==> config.mk <==
export PLATFORM = sky130hd
export DESIGN_NAME = mem_rmw_controller
export DESIGN_NICKNAME = d
export VERILOG_FILES = /design/src/rtl/mem_rmw_controller_pkg.sv /design/src/rtl/mem_rmw_controller_lane_merge.sv /design/src/rtl/mem_rmw_controller.sv
export SDC_FILE = /design/constraint.sdc
export NUM_CORES = 1
export LEC_CHECK = 0
export ABC_AREA = 0
export BUFFER_PORTS_ARGS = -buffer_cell sky130_fd_sc_hd__buf_2
export CORE_UTILIZATION = 45
export CTS_BUF_LIST = sky130_fd_sc_hd__clkbuf_8 sky130_fd_sc_hd__clkbuf_16
export CTS_CLUSTER_SIZE = 20
export DETAILED_ROUTE_END_ITERATION = 8
export PLACE_DENSITY = 0.71
export RECOVER_POWER = 25
export SLEW_MARGIN = 10
export SYNTH_ARGS = -nofsm -noshare
export SYNTH_HDL_FRONTEND = slang
export SYNTH_SLANG_ARGS = --single-unit
==> constraint.sdc <==
create_clock -name clk -period 2.35 [get_ports clk]
set_clock_uncertainty 0.05 [all_clocks]
set_input_delay 0.3525 -clock clk [delete_from_list [all_inputs] [get_ports clk]]
set_output_delay 0.3525 -clock clk [all_outputs]
set_load 0.05 [all_outputs]
==> src/rtl/mem_rmw_controller_pkg.sv <==
// Shared constants for the read-modify-write memory controller: widths,
// access-size codes, FSM state encoding and lane helper functions.
package mem_rmw_controller_pkg;

  localparam int DEFAULT_WORD   = 64;
  localparam int DEFAULT_SIZE_W = 2;

  typedef enum logic [1:0] {
    SIZE_BYTE   = 2'b00,
    SIZE_HALF   = 2'b01,
    SIZE_WORD   = 2'b10,
    SIZE_DOUBLE = 2'b11
  } size_e;

  typedef enum logic [2:0] {
    ST_IDLE  = 3'd0,
    ST_READ  = 3'd1,
    ST_WAIT  = 3'd2,
    ST_WRITE = 3'd3,
    ST_RESP  = 3'd4
  } state_e;

  // Low-order byte mask covering one access of the given size.
  function automatic logic [63:0] lane_mask(input logic [1:0] size);
    case (size)
      SIZE_BYTE: lane_mask = 64'h0000_0000_0000_00FF;
      SIZE_HALF: lane_mask = 64'h0000_0000_0000_FFFF;
      SIZE_WORD: lane_mask = 64'h0000_0000_FFFF_FFFF;
      default:   lane_mask = 64'hFFFF_FFFF_FFFF_FFFF;
    endcase
  endfunction

  // An access is misaligned when its offset is not a multiple of its size.
  function automatic logic misaligned(input logic [1:0] size, input logic [2:0] offset);
    case (size)
      SIZE_BYTE: misaligned = 1'b0;
      SIZE_HALF: misaligned = offset[0];
      SIZE_WORD: misaligned = |offset[1:0];
      default:   misaligned = |offset;
    endcase
  endfunction

endpackage

==> src/rtl/mem_rmw_controller_lane_merge.sv <==
// Combinational lane logic: extracts a load lane from a doubleword and merges
// store data into a doubleword at the addressed byte offset.
module lane_merge
  import mem_rmw_controller_pkg::*;
#(
  parameter int WORD   = DEFAULT_WORD,
  parameter int SIZE_W = DEFAULT_SIZE_W
) (
  input  logic [WORD-1:0]   rdata,
  input  logic [WORD-1:0]   wdata,
  input  logic [2:0]        offset,
  input  logic [SIZE_W-1:0] size,
  output logic [WORD-1:0]   load_data,
  output logic [WORD-1:0]   merged_data
);

  logic [5:0]      shamt_s;
  logic [WORD-1:0] mask_s;
  logic [WORD-1:0] shifted_mask_s;

  // Shift the lane to/from the addressed byte and splice it over the old data.
  always_comb begin
    shamt_s        = {offset, 3'b000};
    mask_s         = WORD'(lane_mask(size[1:0]));
    shifted_mask_s = mask_s << shamt_s;
    load_data      = (rdata >> shamt_s) & mask_s;
    merged_data    = (rdata & ~shifted_mask_s) | ((wdata & mask_s) << shamt_s);
  end

endmodule

==> src/rtl/mem_rmw_controller.sv <==
// Sub-doubleword load/store controller in front of a doubleword-wide memory;
// stores narrower than a doubleword are done as read-modify-write.
module mem_rmw_controller
  import mem_rmw_controller_pkg::*;
#(
  parameter int WORD   = DEFAULT_WORD,
  parameter int SIZE_W = DEFAULT_SIZE_W
) (
  input  logic              clk,
  input  logic              reset,
  input  logic              req_valid,
  output logic              req_ready,
  input  logic              req_write,
  input  logic [SIZE_W-1:0] req_size,
  input  logic [WORD-1:0]   req_address,
  input  logic [WORD-1:0]   req_wdata,
  output logic              resp_valid,
  output logic              resp_err,
  output logic [WORD-1:0]   resp_rdata,
  output logic              mem_read,
  output logic              mem_write,
  output logic [WORD-1:0]   mem_address,
  output logic [WORD-1:0]   mem_wdata,
  input  logic [WORD-1:0]   mem_rdata
);

  state_e            state_r, state_s;
  logic              write_r;
  logic [SIZE_W-1:0] size_r;
  logic [WORD-1:0]   address_r, wdata_r;
  logic              req_ready_r, resp_valid_r, resp_err_r, mem_read_r, mem_write_r;
  logic [WORD-1:0]   resp_rdata_r, mem_wdata_r;

  logic              handshake_s, misaligned_s, resp_err_s;
  logic              mem_read_s, mem_write_s, resp_valid_s;
  logic [WORD-1:0]   resp_rdata_s, mem_wdata_s, load_data_s, merged_data_s;

  lane_merge #(.WORD(WORD), .SIZE_W(SIZE_W)) u_lane_merge (
    .rdata       (mem_rdata),
    .wdata       (wdata_r),
    .offset      (address_r[2:0]),
    .size        (size_r),
    .load_data   (load_data_s),
    .merged_data (merged_data_s)
  );

  // Next-state decode and next values of the registered outputs.
  always_comb begin
    state_s      = state_r;
    handshake_s  = req_valid & req_ready_r;
    misaligned_s = misaligned(req_size[1:0], req_address[2:0]);
    resp_err_s   = 1'b0;
    resp_rdata_s = '0;
    mem_wdata_s  = mem_wdata_r;
    case (state_r)
      ST_IDLE: begin
        if (handshake_s) begin
          if (misaligned_s) begin
            state_s    = ST_RESP;
            resp_err_s = 1'b1;
          end else if (req_write && (req_size[1:0] == SIZE_DOUBLE)) begin
            state_s     = ST_WRITE;
            mem_wdata_s = req_wdata;
          end else begin
            state_s = ST_READ;
          end
        end else begin
          state_s = ST_IDLE;
        end
      end
      ST_READ:  state_s = ST_WAIT;
      ST_WAIT: begin
        // mem_rdata is valid only now; it is consumed directly, never re-read.
        if (write_r) begin
          state_s     = ST_WRITE;
          mem_wdata_s = merged_data_s;
        end else begin
          state_s      = ST_RESP;
          resp_rdata_s = load_data_s;
        end
      end
      ST_WRITE: state_s = ST_RESP;
      ST_RESP:  state_s = ST_IDLE;
      default:  state_s = ST_IDLE;
    endcase
    mem_read_s   = (state_s == ST_READ);
    mem_write_s  = (state_s == ST_WRITE);
    resp_valid_s = (state_s == ST_RESP);
  end

  // State, latched request and registered outputs.
  always_ff @(posedge clk) begin
    if (!reset) begin
      state_r      <= ST_IDLE;
      write_r      <= 1'b0;
      size_r       <= '0;
      address_r    <= '0;
      wdata_r      <= '0;
      req_ready_r  <= 1'b1;
      resp_valid_r <= 1'b0;
      resp_err_r   <= 1'b0;
      resp_rdata_r <= '0;
      mem_read_r   <= 1'b0;
      mem_write_r  <= 1'b0;
      mem_wdata_r  <= '0;
    end else begin
      state_r      <= state_s;
      req_ready_r  <= (state_s == ST_IDLE);
      resp_valid_r <= resp_valid_s;
      resp_err_r   <= resp_err_s;
      resp_rdata_r <= resp_rdata_s;
      mem_read_r   <= mem_read_s;
      mem_write_r  <= mem_write_s;
      mem_wdata_r  <= mem_wdata_s;
      if (handshake_s) begin
        write_r   <= req_write;
        size_r    <= req_size;
        address_r <= req_address;
        wdata_r   <= req_wdata;
      end
    end
  end

  assign req_ready   = req_ready_r;
  assign resp_valid  = resp_valid_r;
  assign resp_err    = resp_err_r;
  assign resp_rdata  = resp_rdata_r;
  assign mem_read    = mem_read_r;
  assign mem_write   = mem_write_r;
  assign mem_wdata   = mem_wdata_r;
  assign mem_address = {address_r[WORD-1:3], 3'b000};

endmodule
-- Word-level counts from Yosys, hierarchy flattened
Index checks and enable logic that the tools add are counted.
- flip-flop bits (word level): 267
- input bits: 198
- output and inout port bits: 197
- word-level logic and storage cells: 62
- equal/unequal tests: 15
- shifts and indexed selects: 3
- muxes and demuxes: 13
- bitwise operators: 8
- reductions and logical operators: 11
- operator list (cell ; number):
    64-bit two-way mux ; 4
    64-bit AND ; 3
    64-bit one-hot mux with 3 select lines ; 1
    64-bit one-hot mux with 2 select lines ; 1
    64-bit by 6-bit << shifter with 64-bit output ; 2
    64-bit NOT ; 1
    64-bit bitwise OR ; 1
    64-bit by 6-bit right shift with 64-bit output ; 1
    3-bit one-hot mux with 4 select lines ; 1
    3-bit by 2-bit == test with 1-bit output, second input constant ; 3
    3-bit two-way mux ; 3
    2-bit != test, second input constant ; 4
    2-bit == test, second input constant ; 3
    3-bit by 1-bit == test with 1-bit output, second input constant ; 2
    3-bit zero test ; 2
    3-bit OR reduction ; 2
    5-bit AND reduction ; 1
    2-bit by 1-bit == test with 1-bit output, second input constant ; 2
    2-bit zero test ; 2
    3-bit == test, second input constant ; 1
    1-bit one-hot mux with 3 select lines ; 1
    3-bit AND reduction ; 1
    2-bit two-way mux ; 1
    1-bit NOT ; 2
    other kinds (5) ; 5

-- Logic depth before layout (Yosys ltp)
Gate-level depths: netlist (run 1).
- word-level depth: 8
- depth in mapped cells: 9
- depth with buffers taken out: 5

-- By module
Synthesis (run 1) repeated with hierarchy kept, for this count alone.
- cell total of the unflattened synthesis: 1746
- area total of the unflattened synthesis: 15195.8 µm²
- modules (own cells, without submodules) (module ; times used ; cells an instance ; area each (µm²) ; seq. area each (µm²)):
    mem_rmw_controller ; 1 ; 1155 ; 10602.7 ; 5345.1
    lane_merge ; 1 ; 591 ; 4593.2 ; 0.0

-- Least setup slack after synthesis (run 1)
OpenSTA, ideal clock, no wires.
- kind: reg2reg
- from: reg req_ready_r, in the netlist req_ready
- to: reg mem_wdata_r[58], in the netlist mem_wdata[58]
- setup time: 0.062 ns
- arrival time: 1.970 ns
- data required time: 2.238 ns
- slack: 0.268 ns
- stages on the path, launching flop included: 8
- path buffers: 2
- clock period less this slack: 2.082 ns
- cell sequence: dfxtp_1 -> nand2_1 -> nor4_1 -> o2111a_1 -> buf_2 -> buf_4 -> a21o_1 -> a32o_1
- word-level cells in the longest chain between the ends: 3
- RTL lines (item ; RTL line ; source):
    from (decl) ; mem_rmw_controller.sv:31 ; logic req_ready_r, resp_valid_r, resp_err_r, mem_read_r, mem_write_r;
    from (signal assigned) ; mem_rmw_controller.sv:108 ; req_ready_r <= (state_s == ST_IDLE);
    1-bit AND ; mem_rmw_controller.sv:50 ; handshake_s = req_valid & req_ready_r;
    2-bit != test (no line) ; - ;
    5-bit AND reduction (no line) ; - ;
    to (signal assigned) ; mem_rmw_controller.sv:114 ; mem_wdata_r <= mem_wdata_s;
    to (decl) ; mem_rmw_controller.sv:32 ; logic [WORD-1:0] resp_rdata_r, mem_wdata_r;
No other way between the ends.
A chain may end at the register's enable or synchronous reset.

-- Final worst setup path (run 1)
- from: reg size_r[1]
- to: reg mem_wdata_r[42], in the netlist mem_wdata[42]
- word-level cells in the longest chain between the ends: 8
- elaborated cells on any way between the ends: 12
- classes of those cells: 2 x eq/ne; 2 x shift; 3 x mux; 4 x bitwise; 1 x reduce/logical
- RTL lines (item ; RTL line ; source):
    from (decl) ; mem_rmw_controller.sv:29 ; logic [SIZE_W-1:0] size_r;
    from (signal assigned) ; mem_rmw_controller.sv:117 ; size_r <= req_size;
    2-bit == test, or another cell as far along ; mem_rmw_controller_pkg.sv:25 ; case (size)
    64-bit one-hot mux with 3 select lines * ; mem_rmw_controller_pkg.sv:25 ;
    64-bit by 6-bit << shifter with 64-bit output ; mem_rmw_controller_lane_merge.sv:25 ; shifted_mask_s = mask_s << shamt_s;
    64-bit NOT ; mem_rmw_controller_lane_merge.sv:27 ; merged_data = (rdata & ~shifted_mask_s) | ((wdata & mask_s) << shamt_s);
    64-bit AND ; mem_rmw_controller_lane_merge.sv:27 ;
    64-bit bitwise OR * ; mem_rmw_controller_lane_merge.sv:27 ;
    64-bit two-way mux * ; mem_rmw_controller.sv:74 ; if (write_r) begin
    64-bit one-hot mux with 2 select lines * ; mem_rmw_controller.sv:55 ; case (state_r)
Every way passes the cells marked *; elsewhere a longest branch is shown, timed or not. The select of a mux whose other input is x is not followed.

==> metrics.md, run 1 <==
| Metric | Value |
|---|---|
| Outcome | complete, but fails checks |
| Failing checks | capacitance limit, slew limit, setup timing |
| Worst setup margin | -0.0242 ns |
| I/O Buffers | 391 |
| Number of synthesized register bits | 267 |
| Pins Over Slew Limit | 133 |
| Crit path max-delay family | compound AO/OA/AOI/OAI gates |
| CP Launch Type | flop |
| Clock sinks | 267 |
| Pre-antenna DRT Iters | 6 |
| Hold path cells | 3 |
| Largest net degree at the start of global routing | 133 |
| First-pass GRT wire length | 83700 µm |
| EDFF count, synth | 0 |
| Syn Std Cell Area | 0.0137 mm² |
| Core area | 0.0298 mm² |
| Final hold violations | 0 |
| Slowest stage cell, crit path | dfxtp_1 |
| R2R Path End | mem_wdata[42] |
| Simple-Gate Fraction of Synth Area | 17.9% |
| Sequential share of the synthesized area | 38.9% |
| Worst-margin pin slew | 1.51 ns |
| Slowest stage delay, CP | 0.59 ns |
| Die width | 177 µm |
| Pwr per Cell Area | 676 mW/mm² |
| Via Count | 14820 |
| Clk root buf | clkbuf_16 |
| Synthesis Warnings | 0 |
| Finished Cell Area | 0.0180 mm² |
| Worst Path Required | 2.80 ns |
| FF-to-FF path depth | 7 |
| Leakage | 7.70 nW |
| Die extent in y | 177 µm |
| Initial Utilization | 46.1% |
| Fill count | 2660 |
| Layout cells sized above 1 | 26.8% |
| Synth Flop Type | dfxtp_1 |
| Ports | 395 |
| Synth Area in Compound Gates | 22.6% |
| Crit-path most repeated cell | buf_4 |
| Routed Antenna Nets | 0 |
| Fmax | 421 MHz |
| Antenna violations before repair | 3 |
| RSZ-0062 raised after global routing | no |
| Detailed Route Iter0 Violations | 1721 |
| Worst-case clock buffer depth | 3 |
| Multiplexer area fraction after synthesis | 11.8% |
| GRT overflow | 0 |
| Yosys cell types | 65 |
| Most common cell after layout, fill and taps aside | nand2_1 |
| DP Area | 0.0161 mm² |
| Max-cap check violation count | 1 |
| CP Capture Type | flop |
| Final period util | 101% |
| Hold Crit Start | req_wdata[11] |
| DRC | 0 |
| Most frequent cells in the layout | nand2_1 (349), buf_2 (321), dfxtp_1 (264), a21oi_1 (189), buf_4 (113) |
| Crit Path Max Fanout | 12 |
| R2R Path Start | size_r[1] |
| Crit path buf inv count | 2 |
| Fin nets | 2290 |
| Finished Core Util | 60.6% |
| Area Growth Syn to Fin | 31.4% |
| Placed cell count | 2356 |
| Worst-Skew Late Latency | 0.56 ns |
| Tot GR Track Use | 35.3% |
| Die Area | 0.0312 mm² |
| Worst vdd ir | 0.590 mV |
| CTS tree | built |
| Adder-Cell Fraction of Synth Area | 0% |
| Worst Path Arrival | 2.83 ns |
| RD Place Congestion | 0.982 |
| Crit path time final | 2.37 ns |
| Asr flop ratio synth | 0% |
| Final setup fails | 1 |
| Vias per Instance | 5.92 |
| Vias in the first global route | 14135 |
| H-tree lvl count | 1 |
| CP Class | reg2reg |
| WHS Endpoint | wdata_r[11] |
| Dpl hpwl | 41700 µm |
| Hold/Removal Path Class | in2reg |
| Mapped Cells | 1655 |
| Largest family of logic cells by synthesized area | compound AO/OA/AOI/OAI gates |
| Critical-path cell list | buf_4 -> nand3b_1 -> buf_4 -> nor2_1 -> a31oi_1 -> o2111ai_1 -> a32o_1 |
| XOR/XNOR share of the synthesized area | 0% |
| Reg clk slew, reported paths | 0.07 ns |
| Flop-to-flop setup slack | -0.02 ns |
| Worst Hold Margin | 0.0115 ns |
| Relative slew slack | -0.951% |
| Avg Inst Size Synth | 8.30 µm² |
| Wirelength per Cell | 22.9 µm |
| Final non-filler cell total | 2505 |
| Core Rows | 63 |
| Drt total wl | 57400 µm |
| Num CTS Buffers | 28 |
worst max path at each step:
| stage | from | endpoint | slack [ns] | cells past startpoint |
|---|---|---|---|---|
| 2_1_floorplan | req_ready | mem_wdata[58] | 0.27 | 7 |
| 4_1_cts | address_r[2] | mem_wdata[34] | 0.09 | 6 |
| 3_5_place_dp | address_r[0] | mem_wdata[59] | -0.003 | 7 |
| 3_3_place_gp | address_r[0] | mem_wdata[59] | 0.01 | 7 |
| 5_1_grt | address_r[0] | mem_wdata[57] | 0.008 | 7 |
| 6_report | size_r[1] | mem_wdata[42] | -0.02 | 7 |
per-stage QoR:
| stage | power, mW | TNS [ns] | worst slack, ns |
|---|---|---|---|
| 6_report | 12.2 | -0.0242 | -0.0242 |
| 2_1_floorplan | 6.41 | 0 | 0.268 |
| 3_3_place_gp | 7.17 | 0 | 0.0127 |
| 4_1_cts | 12.2 | 0 | 0.0902 |
| 5_1_grt | 12.6 | 0 | 0.00846 |
| 3_5_place_dp | 7.19 | -0.00281 | -0.00281 |
cell families (layout without fill, tap and decap cells):
logic type,count (synthesis),count (layout)
multiplexers,123,123
AO/OA/AOI/OAI,485,485
flip-flops,267,267
other,1,5
AND/OR/NAND/NOR,561,561
buffers and inverters,218,674
worst reg2reg max path: cells and delay by family, from the launching register on:
kind / cells / cell delay (ns)
AOI/OAI and AO/OA: 3 / 0.64
buffers and inverters: 2 / 0.55
DFF: 1 / 0.59
and+or+nand+nor: 2 / 0.48
where the power goes:
part	switching [mW]	internal, mW	total (mW)
logic	1.52	0.892	2.41
registers	0.187	4.71	4.90
clock network	1.96	2.94	4.90
area by class of cell:
type / instances / area [µm²] / share of cell area [%]
Multi-Input combinational cell: 1172 / 7210 / 40.0
Sequential cell: 267 / 5350 / 29.7
Timing Repair Buffer: 612 / 3930 / 21.7
Clock buffer: 31 / 742 / 4.11
Tap cell: 390 / 488 / 2.70
Clock inverter: 20 / 279 / 1.55
Inverter: 11 / 43.8 / 0.243
Antenna cell: 2 / 5.00 / 0.0277
cell usage after synthesis, types with 5 or more instances:
master	number	area share, %
and4b_1	7	0.51
mux2i_1	69	5.0
inv_1	11	0.30
a22oi_1	25	1.4
nand3_1	27	0.98
buf_2	35	1.3
mux2_2	26	2.1
buf_4	77	4.2
and2_1	15	0.68
a2111oi_0	5	0.32
o21ai_1	7	0.26
o21a_1	6	0.33
nor3_1	10	0.36
nor2b_1	16	0.73
a22o_1	7	0.45
nand2_1	350	9.6
a21o_1	27	1.5
o22ai_1	7	0.32
buf_1	7	0.19
mux4_2	28	4.6
buf_6	8	0.66
nor2_1	78	2.1
a221o_1	12	0.87
a21oi_1	189	6.9
nor4_1	7	0.32
a32o_1	21	1.5
o2bb2ai_1	5	0.32
nand2b_1	8	0.36
a31o_1	6	0.38
o21ai_0	85	3.1
a221oi_1	15	0.96
o211ai_1	24	1.3
a211oi_1	8	0.44
and3_1	22	1.0
dfxtp_1	267	39
clkbuf_1	78	2.1
a31oi_1	9	0.41
state kept, by name, indices dropped and copies added, names as in the netlist:
name,cells
address_r,64
mem_wdata,64
resp_rdata,64
wdata_r,64
state_r,3
size_r,2
mem_read,1
mem_write,1
req_ready,1
resp_err,1
resp_valid,1
write_r,1
layer usage:
metal,vias up,part of all wire (%),GRT usage (%)
li1,6702,-,-
met1,7020,38,43.1
met2,936,47,59.6
met3,160,9.9,6.85
met4,2,5.2,16.2
met5,-,0.023,0
timing repair:
action	4_1_cts	5_1_grt
buffers inserted	1	1
gates resized for setup	0	2
cloned	0	0
endpoints found under the hold margin	94	0
setup endpoints to repair	1	5
hold buffers	94	0
Power figures use the tool's default switching activity.
==> run 2: changes to the inputs <==
--- a/config.mk
+++ b/config.mk
@@ -12,7 +12,8 @@
 export CTS_CLUSTER_SIZE = 20
 export DETAILED_ROUTE_END_ITERATION = 8
 export PLACE_DENSITY = 0.71
-export RECOVER_POWER = 25
+export RECOVER_POWER = 100
+export SKIP_CTS_REPAIR_TIMING = 1
 export SLEW_MARGIN = 10
 export SYNTH_ARGS = -nofsm -noshare
 export SYNTH_HDL_FRONTEND = slang
==> run 2 against run 1 <==
Compared with the run above:
- the run ends with hold timing, setup timing left
- via count fell by 1.2%
- final cell count fell by 2.0%
- maximum frequency rose by 0.38%
- non-clock buffer count fell by 53
- die area did not move
- sequential cell count did not move
==> metrics.md, run 2 (same netlist as run 1, synthesis figures left out) <==
| Metric | Value |
|---|---|
| CP Class | reg2reg |
| Clk root buf | clkbuf_16 |
| Fill count | 2835 (+6.6%) |
| Area Growth Syn to Fin | 26.1% |
| Vias per Instance | 5.97 (+0.89%) |
| Tot GR Track Use | 34.0% (-1.3 points) |
| I/O Buffers | 391 (unchanged) |
| Clock sinks | 267 (unchanged) |
| Drt total wl | 56200 µm (-2.1%) |
| Worst setup margin | -0.0152 ns (+0.00897 ns) |
| Placed cell count | 2356 (unchanged) |
| Final setup fails | 1 (unchanged) |
| Hold/Removal Path Class | in2reg |
| Layout cells sized above 1 | 20.5% (-6.3 points) |
| Tot Pwr | 12.1 mW (-1.0%) |
| Outcome | complete, but fails checks |
| Worst Path Arrival | 2.82 ns (about the same) |
| DRC | 0 (unchanged) |
| First-pass GRT wire length | 80400 µm (-4.0%) |
| Reg clk slew, reported paths | 0.06 ns (about the same) |
| Worst-Skew Late Latency | 0.56 ns (about the same) |
| Worst Path Required | 2.80 ns (about the same) |
| Wirelength per Cell | 22.9 µm (about the same) |
| Die width | 177 µm (unchanged) |
| Final hold violations | 22 (+22) |
| CP Launch Type | flop |
| Crit path time final | 2.37 ns (-0.00897 ns) |
| RD Place Congestion | 0.982 (unchanged) |
| Pwr per Cell Area | 697 mW/mm² (+3.1%) |
| Pins Over Slew Limit | 0 (-100%) |
| Antenna violations before repair | 4 (+1) |
| Worst-case clock buffer depth | 3 (unchanged) |
| RSZ-0062 raised after global routing | no |
| H-tree lvl count | 1 (unchanged) |
| Most common cell after layout, fill and taps aside | nand2_1 |
| Num CTS Buffers | 28 (unchanged) |
| Dpl hpwl | 41700 µm (unchanged) |
| Detailed Route Iter0 Violations | 1465 (-15%) |
| Core area | 0.0298 mm² (unchanged) |
| CP Capture Type | flop |
| Crit Path Max Fanout | 18 (+6) |
| Routed Antenna Nets | 0 (unchanged) |
| Vias in the first global route | 13474 (-4.7%) |
| Final non-filler cell total | 2454 (-2.0%) |
| Post-Place Setup Slack | -0.00281 ns (unchanged) |
| Final period util | 101% (-0.38 points) |
| Worst Hold Margin | -0.0201 ns (-0.0316 ns) |
| Ports | 395 (unchanged) |
| Failing checks | hold timing, setup timing |
| Fin nets | 2237 (-2.3%) |
| Worst vdd ir | 0.582 mV (-1.3%) |
| Most frequent cells in the layout | nand2_1 (349), dfxtp_1 (264), clkbuf_1 (206), buf_2 (197), a21oi_1 (189) |
| Fmax | 423 MHz (+0.38%) |
| Worst-margin pin slew | 1.49 ns (-0.0257 ns) |
| Die Area | 0.0312 mm² (unchanged) |
| Relative slew slack | 0.765% (+1.7 points) |
| Largest net degree at the start of global routing | 133 (unchanged) |
| Die extent in y | 177 µm (unchanged) |
| Initial Utilization | 46.1% (unchanged) |
| Pre-antenna DRT Iters | 6 (unchanged) |
| Via Count | 14648 (-1.2%) |
| GRT overflow | 0 (unchanged) |
| Leakage | 6.92 nW (-10%) |
| Core Rows | 63 (unchanged) |
| Max-cap check violation count | 0 (-1) |
| CTS tree | built |
[run 2: cell types whose count changed in the layout (fill, tap and decap cells not counted), moves of 3 or more]
cell	before	now
and2_0	0	6
and2_1	13	7
buf_2	321	197
buf_4	113	97
clkbuf_1	70	206
clkbuf_2	0	3
dlygate4sd3_1	94	42
mux2_1	0	8
mux2_2	26	18
o21ai_0	85	89
o21ai_1	7	3
[run 2: final timing paths]
path | startpoint | endpoint | slack, ns | cells past startpoint
min | req_address[43] | address_r[43] | -0.02 | 3
max reg2reg | address_r[2] | mem_wdata[42] | -0.02 | 5
min reg2reg | mem_wdata[6] | mem_wdata[6] | 0.40 | 2
max | address_r[2] | mem_wdata[42] | -0.02 | 5
[run 2: layout make-up]
| type | count | area, µm² | area share [%] |
|---|---|---|---|
| multi-input combinational | 1172 | 7220 | 41.7 |
| sequential | 267 | 5350 | 30.9 |
| timing repair buffer | 559 | 3190 | 18.4 |
| clock buffer | 31 | 742 | 4.28 |
| tap | 390 | 488 | 2.82 |
| clock inverter | 20 | 279 | 1.61 |
| inverter | 11 | 43.8 | 0.253 |
| antenna | 4 | 10.0 | 0.0578 |
[run 2: critical path: stages (launching register included)]
cell	delay, ns
dfxtp_2	0.61
inv_1	0.18
nor2_1	0.86
nand2b_1	0.14
o2111ai_1	0.24
a32o_1	0.22
[run 2: power breakdown]
| part | switching (mW) | leakage, nW | internal (mW) |
|---|---|---|---|
| Combinational | 1.49 | 4.24 | 0.798 |
| Sequential | 0.191 | 2.18 | 4.71 |
| Clock | 1.94 | 0.502 | 2.94 |
[run 2: per-stage QoR]
step | instance area, µm² | util (%) | hold WS (ns) | setup TNS [ns]
finish | 17300 | 58.1 | -0.0201 | -0.0152
global route | 17300 | 58.1 | -0.00898 | 0
CTS | 17200 | 57.6 | -0.0402 | -0.0123
detailed placement | 16100 | 54.1 | 0.394 | -0.00281
global placement | 16100 | 54.1 | 0.389 | 0
floorplan | 13700 | - | 0.383 | 0
[run 2: metal layers]
layer | up-vias | part of all wire, % | global-route usage (%)
li1 | 6605 | - | -
met1 | 6895 | 38 | 41.8
met2 | 965 | 46 | 56.5
met3 | 181 | 10 | 6.94
met4 | 2 | 5.7 | 16.4
met5 | - | 0.025 | 0
==> run 3: changes to the inputs <==
--- a/config.mk
+++ b/config.mk
@@ -5,7 +5,7 @@
 export SDC_FILE = /design/constraint.sdc
 export NUM_CORES = 1
 export LEC_CHECK = 0
-export ABC_AREA = 0
+export ABC_AREA = 1
 export BUFFER_PORTS_ARGS = -buffer_cell sky130_fd_sc_hd__buf_2
 export CORE_UTILIZATION = 45
 export CTS_BUF_LIST = sky130_fd_sc_hd__clkbuf_8 sky130_fd_sc_hd__clkbuf_16
==> run 3 against run 2 <==
Compared with the run above:
- the flow finishes with violations (hold timing)
- critical path type unchanged
- largest power group unchanged
- final cell count rose by 9.2%
- wire length rose by 6.3%
- maximum frequency rose by 7.6%
- sequential cell count did not move
- via count rose by 4.1%
- global-route usage rose by 3.6 points
- largest cell class unchanged
- critical path depth rose by 2
==> metrics.md, run 3 <==
| Metric | Value |
|---|---|
| Hold/Removal Path Class | in2reg |
| Fin nets | 2462 (+10%) |
| Worst Hold Margin | -0.00209 ns (+0.0180 ns) |
| H-tree lvl count | 1 (unchanged) |
| Pins Over Slew Limit | 0 (unchanged) |
| Crit path max-delay family | buffers and inverters |
| Ports | 395 (unchanged) |
| Net Sw Power | 4.64 mW (+28%) |
| Busiest grt layer | met2 |
| RD Place Congestion | 0.992 (+1.1%) |
| Clk root buf | clkbuf_16 |
| CP Capture Type | flop |
| Num CTS Buffers | 28 (unchanged) |
| Setup TNS | 0 ns (+0.0152 ns) |
| Critical-path cell list | buf_12 -> nand2_1 -> buf_4 -> o22ai_1 -> a21oi_1 -> nor2_1 -> a211oi_1 |
| Failing checks | hold timing |
| Reg clk slew, reported paths | 0.07 ns (about the same) |
| Gate power share | 25.8% (+6.9 points) |
| Worst-margin pin slew | 0.845 ns (-0.644 ns) |
| Crit path buf inv count | 2 (+1) |
| Synthesis Warnings | 0 (unchanged) |
| Met1 usage | 47.1% (+5.3 points) |
| DRC | 0 (unchanged) |
| EDFF count, synth | 0 (unchanged) |
| Outcome | complete, but fails checks |
| Worst vdd ir | 0.517 mV (-11%) |
| Slowest stage delay, CP | 0.56 ns (-0.30 ns) |
| Largest area contributor in the netlist | dfxtp_1 |
| Layout cells sized above 1 | 13.8% (-6.7 points) |
| Yosys cell types | 32 (-51%) |
| Synth Flop Type | dfxtp_1 |
| CP Launch Type | flop |
| Sequential share of the synthesized area | 39.6% (+0.67 points) |
| Most common cell after layout, fill and taps aside | nand2_1 |
| Antenna violations before repair | 5 (+1) |
| Final hold violations | 1 (-95%) |
| Sw frac | 36.0% (+6.0 points) |
| Crit Path Max Fanout | 55 (+37) |
| Crit path time final | 2.20 ns (-0.167 ns) |
| Relative slew slack | 43.7% (+43 points) |
| GRT overflow | 0 (unchanged) |
| Leakage | 6.83 nW (-1.2%) |
| Top cells by area, synth | dfxtp_1 (40%), nand2_1 (10%), o21ai_0 (10%) |
| Avg Inst Size Synth | 6.74 µm² (-19%) |
| Finished Cell Area | 0.0159 mm² (-8.1%) |
| Vias in the first global route | 14093 (+4.6%) |
| CP Class | reg2reg |
| Syn Std Cell Area | 0.0135 mm² (-1.7%) |
| Routing usage on met2 | 62.2% (+5.8 points) |
| Core area | 0.0296 mm² (-0.79%) |
| Max-cap check violation count | 0 (unchanged) |
| Most frequent cells in the layout | nand2_1 (371), o21ai_0 (276), dfxtp_1 (265), nor2_1 (261), nand3_1 (220) |
| Worst-case clock buffer depth | 3 (unchanged) |
| Mapped Cells | 2002 (+21%) |
| Clock sinks | 267 (unchanged) |
| Pwr per Cell Area | 810 mW/mm² (+16%) |
| Routing usage on met3 | 5.83% (-1.1 points) |
| Asr flop ratio synth | 0% (unchanged) |
| RSZ-0062 raised after global routing | no |
| Largest net degree at the start of global routing | 167 (+26%) |
| Final setup fails | 0 (-1) |
| Worst Path Required | 2.70 ns (-0.10 ns) |
| Core Rows | 63 (unchanged) |
| Slowest stage cell, crit path | dfxtp_1 |
| Top cell type's share of synthesized area | 39.6% (+0.67 points) |
| Post-synth top cells | nand2_1 (371), o21ai_0 (276), dfxtp_1 (267) |
| Detailed Route Iter0 Violations | 1677 (+14%) |
| Most frequent cell after synthesis | nand2_1 |
| Die extent in y | 175 µm (-0.85%) |
| Placed cell count | 2623 (+11%) |
| CTS tree | built |
| First-pass GRT wire length | 87100 µm (+8.4%) |
| Drt total wl | 59700 µm (+6.3%) |
| Tot GR Track Use | 37.6% (+3.6 points) |
| Pint | 8.26 mW (-2.3%) |
| Dpl hpwl | 45300 µm (+8.7%) |
| DP Area | 0.0153 mm² (-5.3%) |
| Number of synthesized register bits | 267 (unchanged) |
| Final period util | 93.5% (-7.1 points) |
| Worst setup margin | 0.152 ns (+0.167 ns) |
| Worst Path Arrival | 2.55 ns (-0.27 ns) |
| Via Count | 15249 (+4.1%) |
| Die width | 175 µm (-0.85%) |
| Seq pwr share | 39.6% (-1.0 points) |
| Vias per Instance | 5.69 (-4.6%) |
| Pre-antenna DRT Iters | 6 (unchanged) |
| Wirelength per Cell | 22.3 µm (-2.6%) |
| Final non-filler cell total | 2679 (+9.2%) |
| Clock network power share | 34.6% (-5.9 points) |
| Area Growth Syn to Fin | 18.0% |
| Fmax | 455 MHz (+7.6%) |
| Initial Utilization | 45.7% (-0.42 points) |
| I/O Buffers | 391 (unchanged) |
| Post-Place Setup Slack | 0.222 ns (+0.224 ns) |
| Worst-Skew Late Latency | 0.56 ns (about the same) |
| Die Area | 0.0307 mm² (-1.7%) |
| Routed Antenna Nets | 0 (unchanged) |
## run 3: metal layers
metal  vias to the layer above  part of all wire (%)
met5                         -                     0
met4                         0                   5.1
met3                       157                   8.4
met2                       800                    47
met1                      7165                    40
li1                       7127                     -
## run 3: final timing paths
| path | to | depth (start not counted) | slack, ns | startpoint |
|---|---|---|---|---|
| min reg2reg | wdata_r[52] | 2 | 0.41 | wdata_r[52] |
| max reg2reg | resp_rdata[10] | 7 | 0.15 | address_r[0] |
| max | resp_rdata[10] | 7 | 0.15 | address_r[0] |
| min | address_r[51] | 3 | -0.002 | req_address[51] |
## run 3: area by class of cell
cell class | count | area, µm²
flip-flops and latches | 267 | 5350
diodes | 4 | 10.0
clock inverters | 18 | 140
repair buffers | 444 | 2180
clock buffers | 33 | 781
well taps | 390 | 488
inverters | 97 | 365
fillers | 3131 | 13600
multi-input cells | 1426 | 6620
## run 3: metrics by stage
stage          power [mW]  utilization, %  hold slack (ns)
2_1_floorplan        7.49               -            0.380
3_3_place_gp         8.48            51.7            0.395
3_5_place_dp         8.49            51.7            0.402
4_1_cts              12.9            54.8          -0.0160
5_1_grt              13.4            53.9          0.00172
6_report             12.9            53.9         -0.00209
## run 3: cells by family (layout without fill, tap and decap cells)
family	count (synthesis)	in the layout	synth area share, %
mux	9	9	0.667
flops	267	267	39.6
simple gates	891	891	27.8
compound gates	523	523	20.5
buf+inv	311	592	11.4
other cells	1	7	0.0278
## run 3: tightest hold or removal path, cell delays in order
cell     delay (ns)
buf_2          0.07
o21ai_0        0.07
nor2_1         0.07
## run 3: power groups by stage
stage | Sequential, mW | Combinational, mW | Clock (mW)
after detailed placement | 5.18 | 3.31 | 0
after floorplan | 5.24 | 2.26 | 0
after global routing | 5.12 | 3.57 | 4.69
after CTS | 5.09 | 3.32 | 4.51
after global placement | 5.18 | 3.31 | 0
final | 5.10 | 3.33 | 4.47
